**config.mk**
```make
export PLATFORM = sky130hd
export DESIGN_NAME = sc_resolver
export DESIGN_NICKNAME = d
export VERILOG_FILES = /design/src/rtl/sc_resolver.sv
export SDC_FILE = /design/constraint.sdc
export NUM_CORES = 1
export LEC_CHECK = 0
export BUFFER_PORTS_ARGS = -buffer_cell sky130_fd_sc_hd__buf_4
export CAP_MARGIN = 10
export CORE_UTILIZATION = 39
export CTS_BUF_LIST = sky130_fd_sc_hd__clkbuf_16
export DETAILED_ROUTE_END_ITERATION = 10
export GPL_TIMING_DRIVEN = 1
export PLACE_DENSITY_LB_ADDON = 0.15
export SYNTH_ARGS = -nofsm -noshare
export SYNTH_HDL_FRONTEND = slang
export SYNTH_SLANG_ARGS = --single-unit
```
**constraint.sdc**
```tcl
create_clock -name clk -period 1.4 [get_ports clk]
set_clock_uncertainty 0.1 [all_clocks]
set_input_delay 0.14 -clock clk [delete_from_list [all_inputs] [get_ports clk]]
set_output_delay 0.14 -clock clk [all_outputs]
set_load 0.05 [all_outputs]
```
**src/rtl/sc_resolver.sv**
```systemverilog
// Store-conditional resolver for the MEM stage.
// Decides whether an SC proceeds from the atomic bit, word alignment and an
// optional link-address check. A passing SC drives the data-memory write
// handshake and stalls the pipeline until the write is acknowledged. Every
// resolved SC ends with a one-cycle atomic-bit clear.
// Optional feature: define LINK_ADDR_CHECK_EN to build the link register and
// store snooping. When it is undefined, ll_i and st_i are unused.
module sc_resolver #(
  parameter int unsigned ADDR_W = 32,
  parameter int unsigned DATA_W = 32
) (
  input  logic              clk,
  input  logic              rst,
  input  logic              exc_flg_i,
  input  logic              llbit_i,
  input  logic              ll_i,
  input  logic              sc_i,
  input  logic              st_i,
  input  logic [ADDR_W-1:0] addr_i,
  input  logic [DATA_W-1:0] wdata_i,
  input  logic              mem_ack_i,
  output logic              mem_req_o,
  output logic [ADDR_W-1:0] mem_addr_o,
  output logic [DATA_W-1:0] mem_wdata_o,
  output logic              stall_o,
  output logic              sc_done_o,
  output logic [DATA_W-1:0] sc_result_o,
  output logic              llbit_we_o,
  output logic              llbit_o
);

  typedef enum logic [1:0] {StIdle, StWrite, StDone} state_e;

  state_e            state_q, state_d;
  logic              mem_req_q, mem_req_d;
  logic              sc_done_q, sc_done_d;
  logic              llbit_we_q, llbit_we_d;
  logic              result_q, result_d;
  // Remembers a flush seen at any point while the write was outstanding.
  logic              flush_q, flush_d;
  logic [ADDR_W-1:0] addr_q, addr_d;
  logic [DATA_W-1:0] wdata_q, wdata_d;

  logic sc_go;
  logic sc_pass;

  assign sc_go = (state_q == StIdle) && sc_i && !exc_flg_i;

`ifdef LINK_ADDR_CHECK_EN
  logic [ADDR_W-3:0] link_addr_q, link_addr_d;
  logic              link_vld_q, link_vld_d;
  logic              link_hit;

  assign link_hit = link_vld_q && (addr_i[ADDR_W-1:2] == link_addr_q);
  assign sc_pass  = llbit_i && (addr_i[1:0] == 2'b00) && link_hit;

  // Link register update; a flush overrides everything, LL beats a snooped store.
  always_comb begin
    link_addr_d = link_addr_q;
    link_vld_d  = link_vld_q;
    if (st_i && (addr_i[ADDR_W-1:2] == link_addr_q)) begin
      link_vld_d = 1'b0;
    end
    if (sc_go) begin
      link_vld_d = 1'b0;
    end
    if (ll_i) begin
      link_addr_d = addr_i[ADDR_W-1:2];
      link_vld_d  = 1'b1;
    end
    if (exc_flg_i) begin
      link_vld_d = 1'b0;
    end
  end

  // Link register state.
  always_ff @(posedge clk) begin
    if (rst) begin
      link_addr_q <= '0;
      link_vld_q  <= 1'b0;
    end else begin
      link_addr_q <= link_addr_d;
      link_vld_q  <= link_vld_d;
    end
  end
`else
  logic unused_link_inputs;
  assign unused_link_inputs = ^{ll_i, st_i};
  assign sc_pass = llbit_i && (addr_i[1:0] == 2'b00);
`endif

  // Next state and next registered outputs of the SC handshake FSM.
  always_comb begin
    state_d    = state_q;
    mem_req_d  = 1'b0;
    sc_done_d  = 1'b0;
    llbit_we_d = 1'b0;
    result_d   = result_q;
    flush_d    = flush_q;
    addr_d     = addr_q;
    wdata_d    = wdata_q;
    unique case (state_q)
      StIdle: begin
        flush_d = 1'b0;
        if (sc_go) begin
          if (sc_pass) begin
            state_d   = StWrite;
            mem_req_d = 1'b1;
            addr_d    = addr_i;
            wdata_d   = wdata_i;
          end else begin
            state_d    = StDone;
            sc_done_d  = 1'b1;
            llbit_we_d = 1'b1;
            result_d   = 1'b0;
          end
        end
      end
      StWrite: begin
        if (exc_flg_i) begin
          flush_d = 1'b1;
        end
        // The request is never withdrawn; a flush only hides the completion.
        if (mem_ack_i) begin
          state_d    = StDone;
          llbit_we_d = 1'b1;
          result_d   = 1'b1;
          sc_done_d  = !(flush_q || exc_flg_i);
        end else begin
          mem_req_d = 1'b1;
        end
      end
      StDone: begin
        state_d  = StIdle;
        result_d = 1'b0;
      end
      default: begin
        state_d = StIdle;
      end
    endcase
  end

  // FSM state and registered outputs.
  always_ff @(posedge clk) begin
    if (rst) begin
      state_q    <= StIdle;
      mem_req_q  <= 1'b0;
      sc_done_q  <= 1'b0;
      llbit_we_q <= 1'b0;
      result_q   <= 1'b0;
      flush_q    <= 1'b0;
      addr_q     <= '0;
      wdata_q    <= '0;
    end else begin
      state_q    <= state_d;
      mem_req_q  <= mem_req_d;
      sc_done_q  <= sc_done_d;
      llbit_we_q <= llbit_we_d;
      result_q   <= result_d;
      flush_q    <= flush_d;
      addr_q     <= addr_d;
      wdata_q    <= wdata_d;
    end
  end

  assign mem_req_o   = mem_req_q;
  assign mem_addr_o  = addr_q;
  assign mem_wdata_o = wdata_q;
  assign llbit_we_o  = llbit_we_q;
  assign llbit_o     = 1'b0;
  // A flush arriving in the DONE cycle itself can only be honoured by masking.
  assign sc_done_o   = sc_done_q && !exc_flg_i;
  assign sc_result_o = {{(DATA_W-1){1'b0}}, result_q && sc_done_o};
  assign stall_o     = sc_go || (state_q == StWrite);

endmodule

```
==> reports/summary.txt <==
Detail Route Antenna Nets: 0
height of the die: 96.2 µm
Area contributors post-synth: sky130_fd_sc_hd__dfxtp_1 (41%), sky130_fd_sc_hd__nand2b_1 (22%), sky130_fd_sc_hd__mux2i_1 (18%), sky130_fd_sc_hd__buf_4 (6.9%), sky130_fd_sc_hd__buf_12 (4.0%)
Max FO, Critical Path: 7
Yosys top cell area share: 41.1%
Final HPWL DP: 5230 µm
netlist area before placement: 3460 µm²
antenna violations before repair: 0
post-DR vias/cell: 4.39
number of warning messages in the yosys log: 0
total leakage power: 2.34 nW
arrival time reported for the critical path endpoint: 1.53 ns
final count of pins violating max slew: 0
fraction of layout cells with a size suffix above 1: 33.7%
Synth area leader: sky130_fd_sc_hd__dfxtp_1
hold violation count in the final report: 0
later-pin clock latency in the skew report: 0.32 ns
Cells after Synth: 339
count of clock tree sinks: 71
Peak VDD IR: 0.443 mV
start point of the critical path: addr_i[1]
num rows: 34
required arrival time at the worst endpoint: 1.54 ns
sort of element at the start of the critical path: input port
first-pass GRT wire length: 11700 µm
number of levels in the clock H-tree: 3
setup repair after global routing missed its margin: yes
sequential share of the synthesized area: 41.1%
synthesis-stage register bit count: 71
IO Count: 173
Critical Path End Type: flip-flop
clock-pin slew on the worst setup and hold paths: 0.06 ns
port bufs: 138
DRC errors left: 0
share of the cycle needed by the critical path after routing: 99.4%
antenna cells: 0
Finished Cell Area: 5500 µm²
number of unique standard cell types used by synthesis: 26
FMAX: 0.718 GHz
post-route total power: 5.08 mW
length in cells of the worst reg-to-reg path: 4
max cap viols: 0
final layout net count: 618
power density over the cells: 923 nW/µm²
class of the most critical hold timing path: input port to flip-flop
via count of the first global-routing pass: 2642
area inside the core boundary: 8680 µm²
final worst setup slack: 0.00802 ns
area post-placement: 4510 µm²
GRT Overall Usage: 16.6%
GRT overflow: 0
Routability Congestion: 0.831
# setup viols final: 0
Pre-antenna DRT Iters: 6
drt wl/cell: 12.4 µm
number of DRC violations after detailed-routing iteration 0: 48
count of fill cells added during filler insertion: 707
syn_area_per_cell: 10.2 µm²
maximum clock insertion buffer count: 2
Area Growth Syn to Fin: 58.8%
total via count in the routed design: 2882
Inserted Clock Buffers: 9
clock tree from TritonCTS: done
final standard cell utilization of the core: 63.4%
min-delay src: addr_i[22]
drt total wl: 8150 µm
pin count of the biggest net entering global routing: 65
CTS Root Buffer Type: sky130_fd_sc_hd__clkbuf_16
Initial Util: 39.9%
placement-stage worst setup slack: -0.201 ns
die width: 96.2 µm
Cells on Worst Hold Path: 3
outcome: completed
asr flop ratio synth: 0%
number of enable flip-flop cells after synthesis: 0
post-route minimum period: 1.39 ns
origin of the critical flop-to-flop path: state_q[1]$_SDFFE_PP0P_
worst hold-check slack: 0.00805 ns
floorplan die area: 9260 µm²
Critical Setup Path Class: input port to flip-flop
prevailing post-synth register cell: sky130_fd_sc_hd__dfxtp_1
[flip-flops by register name, indices dropped and copies added, names as in the netlist]
| name | flops |
|---|---|
| sc_done_q | 1 |
| llbit_we_o | 1 |
| result_q | 1 |
| mem_addr_o | 32 |
| flush_q | 1 |
| mem_wdata_o | 32 |
| mem_req_o | 1 |
| state_q | 2 |
[routing by layer]
metal	share of wire (%)	wire [µm]	vias up	track usage, %
met5	0	0	-	0
met4	1.4	111	0	8.33
met3	5.6	459	9	3.95
met2	51	4190	98	29.4
met1	42	3380	1334	18.5
li1	-	-	1441	-
[power breakdown]
group          leakage, nW  switching, mW  internal [mW]
Clock                0.135          0.807           1.34
Sequential           0.574         0.0146           2.05
Combinational         1.63          0.458          0.404
[cell usage in the layout, fill, tap and decap left out, types with 2 or more instances in the layout]
master,count
sky130_fd_sc_hd__buf_4,146
sky130_fd_sc_hd__nand2b_1,124
sky130_fd_sc_hd__dfxtp_1,70
sky130_fd_sc_hd__mux2i_1,60
sky130_fd_sc_hd__dlygate4sd3_1,58
sky130_fd_sc_hd__conb_1,32
sky130_fd_sc_hd__clkbuf_16,12
sky130_fd_sc_hd__buf_6,7
sky130_fd_sc_hd__buf_12,5
sky130_fd_sc_hd__and2_1,3
sky130_fd_sc_hd__mux2i_2,2
sky130_fd_sc_hd__nor2_1,2
sky130_fd_sc_hd__o221a_2,2
sky130_fd_sc_hd__o21a_1,2
sky130_fd_sc_hd__nor3b_1,2
sky130_fd_sc_hd__clkinv_2,2
[stage by stage]
step           TNS [ns]  instances
2_1_floorplan    -0.265        370
3_3_place_gp      -8.23        580
3_5_place_dp      -9.64        580
4_1_cts               0        653
5_1_grt          -0.973        657
6_report              0        657
[worst max-delay path, stage by stage]
cell and delay (ns):
sky130_fd_sc_hd__buf_6 0.09, sky130_fd_sc_hd__or3b_4 0.41, sky130_fd_sc_hd__nor4_4 0.33, sky130_fd_sc_hd__buf_6 0.20
sky130_fd_sc_hd__buf_12 0.14, sky130_fd_sc_hd__mux2i_2 0.21
[path summary, 6_finish.rpt]
kind                                  end  slack [ns]
max          mem_wdata_o[21]$_SDFFE_PP0P_       0.008
min           mem_addr_o[22]$_SDFFE_PP0P_       0.008
max reg2reg  mem_wdata_o[21]$_SDFFE_PP0P_        0.02
min reg2reg  mem_wdata_o[16]$_SDFFE_PP0P_        0.37
[synthesized netlist by cell type (2+ instances only)]
master / instances
sky130_fd_sc_hd__nand2b_1: 124
sky130_fd_sc_hd__dfxtp_1: 71
sky130_fd_sc_hd__mux2i_1: 62
sky130_fd_sc_hd__buf_4: 32
sky130_fd_sc_hd__clkbuf_1: 13
sky130_fd_sc_hd__buf_12: 7
sky130_fd_sc_hd__and2_1: 3
sky130_fd_sc_hd__nor3b_1: 3
sky130_fd_sc_hd__a21oi_1: 2
sky130_fd_sc_hd__inv_1: 2
sky130_fd_sc_hd__nor2_1: 2
sky130_fd_sc_hd__nor2b_1: 2
sky130_fd_sc_hd__o21a_1: 2
sky130_fd_sc_hd__o221a_2: 2
[final cells by class]
| cell class | instances | area [µm²] | share of cell area, % |
|---|---|---|---|
| inverter | 2 | 7.51 | 0.137 |
| clock buffer | 9 | 225 | 4.10 |
| timing repair buffer | 219 | 1930 | 35.1 |
| multi-input combinational | 243 | 1720 | 31.3 |
| sequential | 71 | 1430 | 25.9 |
| tap | 108 | 135 | 2.46 |
| clock inverter | 5 | 51.3 | 0.933 |
[cells by family after synthesis]
group                  after synthesis  synth area share, %
buffers and inverters               56                 13.1
other                                1                0.108
muxes                               62                 17.9
and+or+nand+nor                    139                 25.6
DFF                                 71                 41.1
AOI/OAI and AO/OA                   10                 2.24
[what timing repair did]
action	4_1_cts	5_1_grt
endpoints found under the setup margin	2	41
endpoints found under the hold margin	58	0
buffers inserted	1	1
hold buffers	58	0
gates cloned	0	3
pin swaps	1	3
gates resized for setup	6	7
Power figures use the tool's default switching activity.
